File: config.mk
export PLATFORM = sky130hd
export DESIGN_NAME = cpu_result_reader
export DESIGN_NICKNAME = d
export VERILOG_FILES = /design/src/rtl/cpu_result_reader.sv
export SDC_FILE = /design/constraint.sdc
export NUM_CORES = 1
export LEC_CHECK = 0
export BUFFER_PORTS_ARGS = -buffer_cell sky130_fd_sc_hd__buf_2
export CORE_MARGIN = 5
export CORE_UTILIZATION = 25
export CTS_CLUSTER_DIAMETER = 60
export DETAILED_ROUTE_END_ITERATION = 12
export PLACE_DENSITY = 0.45
export SLEW_MARGIN = 40
export SYNTH_ARGS = -nofsm -noshare
export SYNTH_HDL_FRONTEND = slang
export SYNTH_SLANG_ARGS = --single-unit
File: constraint.sdc
create_clock -name clk -period 4.2 [get_ports clk]
set_input_delay 1.26 -clock clk [delete_from_list [all_inputs] [get_ports clk]]
set_output_delay 1.26 -clock clk [all_outputs]
set_load 0.005 [all_outputs]
File: src/rtl/cpu_result_reader.sv
// Waits for the cpu to stop (trap goes non-zero), snapshots result/result_empty/trap
// and streams them to the host as a header byte plus little-endian payload bytes.
module cpu_result_reader #(
    parameter logic [3:0] MAGIC        = 4'hA,
    parameter int         RESULT_BYTES = 8
) (
    input  logic        clk,
    input  logic        reset,
    input  logic [63:0] result,
    input  logic        result_empty,
    input  logic [2:0]  trap,
    output logic [7:0]  tx_data,
    output logic        tx_valid,
    input  logic        tx_ready,
    output logic        busy,
    output logic        done,
    output logic [1:0]  dbg_state_o
);

    localparam int CNT_W = (RESULT_BYTES > 1) ? $clog2(RESULT_BYTES) : 1;
    localparam logic [CNT_W-1:0] LAST_CNT = CNT_W'(RESULT_BYTES - 1);

    typedef enum logic [1:0] {
        S_IDLE    = 2'd0,
        S_HEADER  = 2'd1,
        S_PAYLOAD = 2'd2,
        S_DONE    = 2'd3
    } state_t;

    state_t           state_q, state_d;
    logic [CNT_W-1:0] cnt_q, cnt_d;
    logic [63:0]      result_s_q, result_s_d;
    logic             empty_s_q, empty_s_d;
    logic [2:0]       trap_s_q, trap_s_d;
    logic [2:0]       trap_q;
    logic [7:0]       tx_data_q, tx_data_d;
    logic             tx_valid_q, tx_valid_d;
    logic             stop_event;
    logic             handshake;
    logic [7:0]       payload_byte;

    // Valid/ready: a byte moves when tx_valid & tx_ready at a rising edge; until then
    // tx_valid stays high and tx_data stays put, since both are driven from registers.
    assign stop_event = (trap != 3'd0) && (trap_q == 3'd0);
    assign handshake  = tx_valid_q && tx_ready;

    always_ff @(posedge clk or posedge reset) begin
        if (reset) begin
            state_q    <= S_IDLE;
            cnt_q      <= '0;
            result_s_q <= '0;
            empty_s_q  <= 1'b0;
            trap_s_q   <= 3'd0;
            trap_q     <= 3'd0;
            tx_data_q  <= 8'd0;
            tx_valid_q <= 1'b0;
        end else begin
            state_q    <= state_d;
            cnt_q      <= cnt_d;
            result_s_q <= result_s_d;
            empty_s_q  <= empty_s_d;
            trap_s_q   <= trap_s_d;
            trap_q     <= trap;
            tx_data_q  <= tx_data_d;
            tx_valid_q <= tx_valid_d;
        end
    end

    always_comb begin
        state_d    = state_q;
        cnt_d      = cnt_q;
        result_s_d = result_s_q;
        empty_s_d  = empty_s_q;
        trap_s_d   = trap_s_q;
        case (state_q)
            S_IDLE: begin
                if (stop_event) begin
                    result_s_d = result;
                    empty_s_d  = result_empty;
                    trap_s_d   = trap;
                    state_d    = S_HEADER;
                end
            end
            S_HEADER: begin
                if (handshake) begin
                    cnt_d   = '0;
                    state_d = empty_s_q ? S_DONE : S_PAYLOAD;
                end
            end
            S_PAYLOAD: begin
                if (handshake) begin
                    if (cnt_q == LAST_CNT) begin
                        cnt_d   = '0;
                        state_d = S_DONE;
                    end else begin
                        cnt_d = cnt_q + CNT_W'(1);
                    end
                end
            end
            S_DONE: begin
                if (trap == 3'd0) state_d = S_IDLE;
            end
            default: state_d = S_IDLE;
        endcase
    end

    // Outputs are precomputed from the next state so the registered byte lines up with it.
    always_comb begin
        payload_byte = 8'd0;
        for (int i = 0; i < RESULT_BYTES; i++) begin
            if (cnt_d == CNT_W'(i)) payload_byte = result_s_d[8*i +: 8];
        end
        tx_valid_d = 1'b0;
        tx_data_d  = 8'd0;
        case (state_d)
            S_HEADER: begin
                tx_valid_d = 1'b1;
                tx_data_d  = {MAGIC, empty_s_d, trap_s_d};
            end
            S_PAYLOAD: begin
                tx_valid_d = 1'b1;
                tx_data_d  = payload_byte;
            end
            default: begin
                tx_valid_d = 1'b0;
                tx_data_d  = 8'd0;
            end
        endcase
    end

    assign tx_data     = tx_data_q;
    assign tx_valid    = tx_valid_q;
    assign busy        = (state_q == S_HEADER) || (state_q == S_PAYLOAD);
    assign done        = (state_q == S_DONE);
    assign dbg_state_o = state_q;

endmodule

==> run_results.csv, run 1 <==
group,metric,value,unit
run_status,status,"complete, no violations",
clocking,cts_inserted_buffers,9,
hold_path,hold_path.class,"reg -> reg",
floorplanning,io_pins,84,
power,powerDensity,666,mW/mm2
layout,nFillCells,1841,
clocking,hold_buffers,0,
worst_setup_path,path_class,"in -> reg",
sta,worstMarginPinSlew,0.793,ns
floorplanning,start_util,0.252,
drt,via_per_inst,4.94,
sta,hold_violations,0,
drt,drt-pass1-iter-count,4,
sta,period_share,0.793,
logic_synthesis,synth_ff_type,"dfrtp_1",
floorplanning,die_area,0.0201,mm2
worst_setup_path,cp_data_required_time,4.40,ns
worst_setup_path,crit_chain,"buf_2, and4b_1, and3_1, nor2_1, inv_1, o21ai_0, o31ai_1, o21ai_0",
clocking,clock_tree.root_cell,"clkbuf_16",
power,power.leakage,2.67,nW
sta,final-max-slew-violation-count,0,
worst_setup_path,critPathMaxFanout,14,
sta,fin_worst_skew,0.00579,ns
flow_run,max_cap_violations,0,
placed_design,hpwl,10.1,mm
worst_setup_path,timing.rr.end,"tx_data[5]",
clocking,h-tree-depth,3,
grt,grt_usage,0.136,
power,ir_drop,0.233,mV
sta,fin_crit,3.33,ns
drt,drt-total-wl,13.5,mm
logic_synthesis,yosys_warnings,0,
worst_setup_path,worstPathArrival,3.53,ns
drt,drc_errors,0,
grt,grt_max_degree,50,
floorplanning,fp.dieW,142,um
worst_setup_path,r2r_cells,9,
logic_synthesis,ys_ff_latch,85,
logic_synthesis,yosysUniqueCellTypes,51,
floorplanning,rows,48,
grt,grt_pass1_vias,3690,
sta,rsz0062_at_grt,"false",
grt,grt_first_pass_wirelength,20.8,mm
worst_setup_path,end_kind,"register",
hold_path,min_delay_worst_endpoint,"result_s_q[13]",
logic_synthesis,ys_seq_area_frac,0.491,
drt,num_vias,3566,
logic_synthesis,avgSynthCellArea,10.5,um2
logic_synthesis,yosys.area.top_type,"dfrtp_1",
worst_setup_path,cpMostUsedCell,"o21ai_0",
hold_path,min_from,"result_s_q[13]",
clocking,cts_buffer_depth,2,
worst_setup_path,slowest_stage,"and3_1",
clocking,tritoncts,"done",
sta,fin_setup_tns,0,ns
logic_synthesis,synth_top_area_frac,0.491,
logic_synthesis,netlist_area,0.00433,mm2
drt,ant_nets,0,
floorplanning,die_h,142,um
placed_design,io_buffers,83,
layout,final_cells,722,
worst_setup_path,critPathMaxStageDelay,0.54,ns
sta,relSlewSlack,0.468,
logic_synthesis,synth_edf_count,0,
layout,layout.nets,572,
grt,antenna_found_initial,0,
grt,grt.overflow.total,0,
clocking,cts_sinks,85,
layout,diodes,0,
sta,setup_viol,0,
logic_synthesis,synthArstFlopShare,1.00,
worst_setup_path,crit_path_start_kind,"input pin",
worst_setup_path,crit_path_start,"tx_ready",
clocking,clk_pin_slew,0.06,ns
worst_setup_path,ff2ff_setup_slack,0.92,ns
clocking,cts-resized-gates,0,
drt,drt_iter0_markers,192,
drt,wl_per_cell,18.7,um
placed_design,gp_congestion,0.848,
logic_synthesis,syn-num-nets,491,
layout,syn2layout_area_growth,23.6,%
worst_setup_path,crit-reg2reg-launch,"cnt_q[0]",
hold_path,hold_depth,1,
logic_synthesis,synthCells,411,
clocking,clock_latency,0.35,ns
layout,post_route_cells_drive_above_1_share,0.298,
floorplanning,core,0.0172,mm2
sta,timing.fmax,0.300,GHz
placed_design,placedCellCount,706,
logic_synthesis,synth.area.top_cells,"dfrtp_1 (49%), mux2_2 (7.3%), nand2_1 (4.9%), a21o_1 (4.0%), and3_1 (3.5%)",
clocking,post-cts-setup-buffers,0,
-- cell usage after synthesis, types with 5 or more instances --
cell type,count
a2111oi_0,9
a211oi_1,6
a21o_1,23
a21oi_1,14
a221o_1,8
a221oi_1,9
and3_1,24
buf_2,8
buf_4,7
clkbuf_1,10
dfrtp_1,85
ha_1,9
inv_1,11
mux2_2,28
nand2_1,56
nand3_1,11
nand4_1,5
o21a_1,7
o21ai_0,24
-- report_power, final --
group          switching, mW  total (mW)  internal, mW
Combinational          0.763        1.36         0.595
Clock                  0.327       0.879         0.552
Sequential             0.149        1.33          1.18
Total                   1.24        3.56          2.33
-- placed cells by master (no fill, tap or decap), types with 5 or more instances in the layout --
master,n
mux2_2,28
and3_1,24
inv_1,10
o21ai_0,24
dfrtp_1,85
nand4_1,5
a211oi_1,6
a221o_1,8
buf_4,12
o21a_1,7
nand3_1,11
a21oi_1,14
a2111oi_0,9
ha_1,9
a21o_1,23
clkbuf_16,9
a221oi_1,9
buf_2,83
nand2_1,56
-- how the worst max path moves through the flow --
stage / endpoint / slack, ns / cells after the start
6_report: tx_data[5] / 0.87 / 8
5_1_grt: tx_data[1] / 0.68 / 11
4_1_cts: tx_data[5] / 0.88 / 10
3_5_place_dp: tx_data[5] / 0.51 / 11
3_3_place_gp: tx_data[5] / 0.57 / 10
2_1_floorplan: cnt_q[0] / 0.75 / 1
-- logic make-up (layout without fill, tap and decap cells) --
kind of cell | after synthesis | after routing | synth area share
AND/OR/NAND/NOR | 115 | 115 | 0.131
adder cells (fa/ha/maj) | 9 | 9 | 0.0260
buffers and inverters | 38 | 124 | 0.0430
AO/OA/AOI/OAI | 133 | 133 | 0.226
flip-flops | 85 | 85 | 0.491
multiplexers | 31 | 31 | 0.0826
-- critical path: cells and delay by family --
| family | cells | cell delay (ns) |
|---|---|---|
| AOI/OAI and AO/OA | 3 | 0.83 |
| buffers and inverters | 2 | 0.46 |
| and+or+nand+nor | 3 | 0.99 |
-- layout make-up --
type / instances / area (um2) / area share
well taps: 225 / 282 / 0.0526
inverters: 11 / 46.3 / 0.00864
clock buffers: 12 / 256 / 0.0479
clock inverters: 4 / 70.1 / 0.0131
flip-flops and latches: 85 / 2130 / 0.397
repair buffers: 97 / 546 / 0.102
multi-input cells: 288 / 2030 / 0.379
-- registers in the layout, summed over array words and instances (netlist names) --
name / cells
dbg_state_o: 2
result_s_q: 64
empty_s_q: 1
trap_q: 3
cnt_q: 3
tx_valid: 1
tx_data: 8
trap_s_q: 3
-- routing by layer --
layer	share of wire	vias to the layer above	GRT usage
li1	-	1703	-
met1	0.46	1748	0.183
met5	0	-	0
met3	0.057	19	0.0351
met4	0.020	0	0.0515
met2	0.46	96	0.210
-- stage by stage --
stage                     instance area [um2]   util  hold WS [ns]  setup slack [ns]  total power, mW
after floorplan                          4330      -         0.439             0.747             2.27
after global routing                     5360  0.312         0.492             0.680             3.81
final                                    5360  0.312         0.473             0.868             3.56
after global placement                   5020  0.293         0.454             0.573             2.67
after detailed placement                 5030  0.293         0.460             0.514             2.70
after CTS                                5360  0.312         0.475             0.879             3.60
Note: power is estimated with default switching activity, not from simulation.
==> inputs of run 2 (changes only) <==
--- a/config.mk
+++ b/config.mk
@@ -10,7 +10,7 @@
 export CORE_UTILIZATION = 25
 export CTS_CLUSTER_DIAMETER = 60
 export DETAILED_ROUTE_END_ITERATION = 12
-export PLACE_DENSITY = 0.45
+export PLACE_DENSITY = 0.47
 export SLEW_MARGIN = 40
 export SYNTH_ARGS = -nofsm -noshare
 export SYNTH_HDL_FRONTEND = slang
==> constraint.sdc (replaced) <==
create_clock -name clk -period 2.9 [get_ports clk]
set_input_delay 0.87 -clock clk [delete_from_list [all_inputs] [get_ports clk]]
set_output_delay 0.87 -clock clk [all_outputs]
set_load 0.005 [all_outputs]
==> run_results.csv, run 2 (synthesis results as in run 1) <==
group,metric,value,unit
run_status,status,"complete, no violations",
power,ir_drop,0.382,mV
worst_setup_path,cpMostUsedCell,"buf_4",
drt,drc_errors,0,
clocking,tritoncts,"done",
grt,grt_max_degree,86,
sta,period_share,0.937,
worst_setup_path,critPathMaxStageDelay,0.44,ns
clocking,h-tree-depth,3,
worst_setup_path,worstPathArrival,2.93,ns
drt,drt_iter0_markers,154,
layout,largest_reg_flops,64,
sta,timing.fmax,0.368,GHz
drt,drt-total-wl,13.4,mm
layout,final_cells,756,
worst_setup_path,crit-reg2reg-launch,"dbg_state_o[0]",
layout,multi_input_comb_area,0.00206,mm2
hold_path,min_delay_worst_endpoint,"result_s_q[15]",
clocking,cts_inserted_buffers,9,
power,powerDensity,963,mW/mm2
placed_design,place_area,0.00529,mm2
worst_setup_path,slowest_stage,"dfrtp_1",
floorplanning,core,0.0172,mm2
sta,fin_crit,2.72,ns
floorplanning,die_area,0.0201,mm2
sta,hold_violations,0,
sta,setup_ws,0.181,ns
drt,wl_per_cell,17.7,um
clocking,cts_sinks,85,
drt,drt-pass1-iter-count,4,
worst_setup_path,critPathMaxFanout,16,
clocking,clk_pin_slew,0.06,ns
drt,num_vias,3663,
layout,final_common_cell,"dfrtp_1",
flow_run,max_cap_violations,0,
placed_design,hpwl,10.3,mm
hold_path,hold_path.class,"reg -> reg",
layout,nFillCells,1817,
grt,grt.overflow.total,0,
drt,ant_nets,0,
clocking,hold_buffers,0,
floorplanning,rows,48,
layout,final_cell_mix,"dfrtp_1 (85), buf_2 (83), nand2_1 (56)",
worst_setup_path,ff2ff_setup_slack,0.18,ns
placed_design,io_buffers,83,
layout,fin_area,0.00563,mm2
power,power.leakage,2.82,nW
placed_design,pre_cts_ws,-0.182,ns
layout,post_route_cells_drive_above_1_share,0.354,
layout,regMostFlops,"result_s_q",
hold_path,min_from,"result_s_q[15]",
sta,worstMarginPinSlew,0.527,ns
floorplanning,fp.dieW,142,um
grt,grt_usage,0.140,
floorplanning,io_pins,84,
floorplanning,die_h,142,um
worst_setup_path,end_kind,"register",
placed_design,gp_congestion,0.880,
grt,grt_first_pass_wirelength,21.8,mm
hold_path,hold_depth,2,
worst_setup_path,timing.rr.end,"tx_data[2]",
sta,setup_viol,0,
worst_setup_path,crit_path_start_kind,"register",
worst_setup_path,path_class,"reg -> reg",
layout,syn2layout_area_growth,29.9,%
clocking,clock_latency,0.34,ns
sta,relSlewSlack,0.648,
clocking,cts_buffer_depth,2,
worst_setup_path,crit_chain,"inv_2, ha_1, nor4b_4, nand2_4, buf_4, buf_4, a2111oi_1, o21ai_0, buf_4, nand4_1, a21oi_1",
grt,grt_pass1_vias,3970,
floorplanning,start_util,0.252,
worst_setup_path,cp_data_required_time,3.11,ns
drt,via_per_inst,4.85,
clocking,clock_tree.root_cell,"clkbuf_16",
sta,rsz0062_at_grt,"false",
worst_setup_path,r2r_cells,11,
layout,layout.nets,607,
layout,seqCellArea,0.00213,mm2
sta,final-max-slew-violation-count,0,
layout,diodes,0,
sta,fin_worst_skew,0.00764,ns
grt,antenna_found_initial,0,
placed_design,placedCellCount,741,
run 2: cell count changes in the layout (fill, tap and decap cells not counted), sizes merged:
cell      change
buf          +35
clkbuf        -1
clkinv        -2
clkinvlp      +2
run 2: report_power, final:
part,internal [mW],switching [mW],total [mW]
clock,0.772,0.461,1.23
sequential,1.71,0.203,1.91
combinational,1.10,1.17,2.27
run 2: cell type report:
cell class                      instances  area share
Clock buffer                           11      0.0431
Clock inverter                          4      0.0129
Inverter                               11     0.00801
Multi-Input combinational cell        288       0.366
Sequential cell                        85       0.378
Tap cell                              225      0.0500
Timing Repair Buffer                  132       0.141
run 2: how the worst max path moves through the flow:
stage	start	slack, ns	to	depth (start not counted)
2_1_floorplan	trap[2]	0.03	tx_data[5]	10
3_5_place_dp	trap[2]	-0.18	tx_data[3]	10
6_report	dbg_state_o[0]	0.18	tx_data[2]	11
3_3_place_gp	trap[2]	-0.13	tx_data[3]	10
4_1_cts	dbg_state_o[0]	0.01	tx_data[5]	9
5_1_grt	dbg_state_o[0]	0.02	tx_data[0]	10
run 2: metrics by stage:
step / hold slack (ns) / setup TNS, ns / util / power, mW
after floorplan: 0.439 / 0 / - / 3.34
after global placement: 0.454 / -0.695 / 0.308 / 4.13
after detailed placement: 0.459 / -0.882 / 0.308 / 4.20
after CTS: 0.474 / 0 / 0.326 / 5.45
after global routing: 0.490 / 0 / 0.328 / 5.81
final: 0.475 / 0 / 0.328 / 5.42
run 2: per-layer routing:
| metal | routed length (um) | vias to the layer above | GRT usage | part of all wire |
|---|---|---|---|---|
| met5 | 0 | - | 0 | 0 |
| met4 | 151 | 0 | 0.0414 | 0.011 |
| li1 | - | 1770 | - | - |
| met2 | 6360 | 85 | 0.222 | 0.47 |
| met1 | 6230 | 1801 | 0.190 | 0.47 |
| met3 | 646 | 7 | 0.0354 | 0.048 |
run 2: worst max-delay path: cells and delay by family (launching register included):
kind                     cells  cell delay, ns
AND/OR/NAND/NOR              3            0.58
AO/OA/AOI/OAI                3            0.69
flip-flops                   1            0.44
adder cells (fa/ha/maj)      1            0.18
buffers and inverters        4            0.69
run 2: what timing repair did:
action                     CTS  global route
gates resized for setup      0             8
buffers inserted             0             0
setup endpoints to repair    0             7
==> inputs of run 3 (changes only) <==
==> constraint.sdc (replaced) <==
create_clock -name clk -period 2.3 [get_ports clk]
set_input_delay 0.69 -clock clk [delete_from_list [all_inputs] [get_ports clk]]
set_output_delay 0.69 -clock clk [all_outputs]
set_load 0.005 [all_outputs]
==> run_results.csv, run 3 (synthesis results as in run 1) <==
group,metric,value,unit
run_status,status,"finished with violations",
run_status,violations,"negative setup slack",
floorplanning,io_pins,84,
drt,maxUsedRoutingLayer,"met4",
worst_setup_path,end_kind,"register",
drt,via_per_inst,4.82,
grt,grt_usage,0.144,
layout,largest_reg_flops,64,
floorplanning,die_area,0.0201,mm2
grt,grt.overflow.total,0,
layout,final_cell_mix,"buf_4 (86), dfrtp_1 (85), buf_2 (83)",
drt,drt-total-wl,14.2,mm
drt,m1WireLength,6.42,mm
placed_design,gp_congestion,0.842,
drt,wl_per_cell,17.5,um
sta,relSlewSlack,0.673,
clocking,hold_buffers,0,
layout,diodes,0,
layout,syn2layout_area_growth,48.8,%
floorplanning,core,0.0172,mm2
layout,final_cells,808,
sta,period_share,1.06,
sta,timing.fmax,0.411,GHz
layout,regMostFlops,"result_s_q",
grt,grt_first_pass_wirelength,22.4,mm
floorplanning,fp.dieW,142,um
drt,drt-pass1-iter-count,4,
layout,post_route_cells_drive_above_1_share,0.496,
sta,hold_violations,0,
clocking,cts_buffer_depth,2,
placed_design,hpwl,10.6,mm
clocking,clock_latency,0.35,ns
clocking,clk_pin_slew,0.06,ns
floorplanning,die_h,142,um
layout,final_common_cell,"buf_4",
clocking,cts_sinks,85,
worst_setup_path,critPathMaxFanout,4,
drt,num_vias,3893,
placed_design,pre_cts_ws,-0.488,ns
drt,ant_nets,0,
clocking,clock_tree.root_cell,"clkbuf_16",
hold_path,hold_path.class,"in -> async",
clocking,cts_inserted_buffers,9,
sta,rsz0062_at_grt,"true",
power,power.leakage,3.17,nW
grt,grt_max_degree,86,
sta,fin_crit,2.43,ns
worst_setup_path,cp_data_required_time,2.53,ns
sta,final-max-slew-violation-count,0,
sta,setup_ws,-0.134,ns
grt,antenna_found_initial,0,
drt,drt_iter0_markers,158,
worst_setup_path,path_class,"reg -> reg",
grt,grt_pass1_vias,4139,
layout,final_util,0.375,
worst_setup_path,crit_path_start_kind,"register",
worst_setup_path,worstPathArrival,2.66,ns
drt,routed-wl-met3,687,um
flow_run,max_cap_violations,0,
floorplanning,start_util,0.252,
sta,worstMarginPinSlew,0.490,ns
clocking,h-tree-depth,3,
clocking,tritoncts,"done",
power,p_total,7.75,mW
floorplanning,rows,48,
drt,dr_wl_met2,6.76,mm
sta,fin_worst_skew,0.0103,ns
drt,drc_errors,0,
placed_design,placedCellCount,779,
placed_design,io_buffers,83,
power,ir_drop,0.486,mV
layout,layout.nets,658,
power,powerDensity,1200,mW/mm2
sta,setup_viol,7,
[run 3: cell types whose count changed in the layout (fill, tap and decap cells not counted), moves of 5 or more]
cell       delta
a2111oi_0     -6
a2111oi_2     +5
a221oi_1      -5
a221oi_2      +5
buf_4        +38
buf_6         +7
ha_1          -5
inv_1         -6
inv_2         +6
o21ai_0       -9
o21ai_1       +7
[run 3: critical path, cell delays in order (launching register included)]
cell and delay, ns:
dfrtp_1 0.40, buf_4 0.17, ha_4 0.16, and4b_2 0.26, a21o_1 0.20, buf_4 0.15
nand2_2 0.11, mux4_2 0.52, a221oi_2 0.26, nor2_1 0.07
[run 3: path summary, 6_finish.rpt]
path | cells after the start | endpoint | slack [ns] | start
min | 3 | result_s_q[32] | 0.43 | reset
max reg2reg | 9 | tx_data[6] | -0.13 | dbg_state_o[1]
max in group asynchronous | 3 | result_s_q[0] | 1.45 | reset
max | 9 | tx_data[6] | -0.13 | dbg_state_o[1]
min in group clk | 2 | result_s_q[15] | 0.47 | result_s_q[15]
min reg2reg | 2 | result_s_q[15] | 0.47 | result_s_q[15]
[run 3: cell type report]
type                    instances  area, um2
clock buffers                  13        270
repair buffers                183       1300
inverters                      11       45.0
well taps                     225        282
flip-flops and latches         85       2130
clock inverters                 3       42.5
multi-input cells             288       2380
fillers                      1773      10700
[run 3: what timing repair did]
| item | CTS | global route |
|---|---|---|
| resized for setup | 64 | 24 |
| pin swaps | 32 | 6 |
| setup buffers | 9 | 2 |
| setup endpoints to repair | 8 | 8 |
| cloned | 2 | 0 |
| endpoints found under the hold margin | 0 | 0 |
[run 3: power by group]
part | internal [mW] | switching, mW
clock network | 0.929 | 0.586
logic | 2.01 | 1.78
registers | 2.16 | 0.295
total | 5.09 | 2.66
[run 3: routing by layer]
layer / vias up / track usage
li1: 1880 / -
met1: 1908 / 0.191
met2: 90 / 0.234
met3: 15 / 0.0280
met4: 0 / 0.0540
met5: - / 0
[run 3: metrics by stage]
stage / setup TNS, ns / cell area [um2] / hold slack (ns)
6_report: -0.620 / 6450 / 0.429
5_1_grt: -1.24 / 6450 / 0.492
4_1_cts: -0.538 / 6330 / 0.474
3_5_place_dp: -3.73 / 5630 / 0.460
3_3_place_gp: -3.47 / 5630 / 0.454
2_1_floorplan: -1.64 / 4380 / 0.439
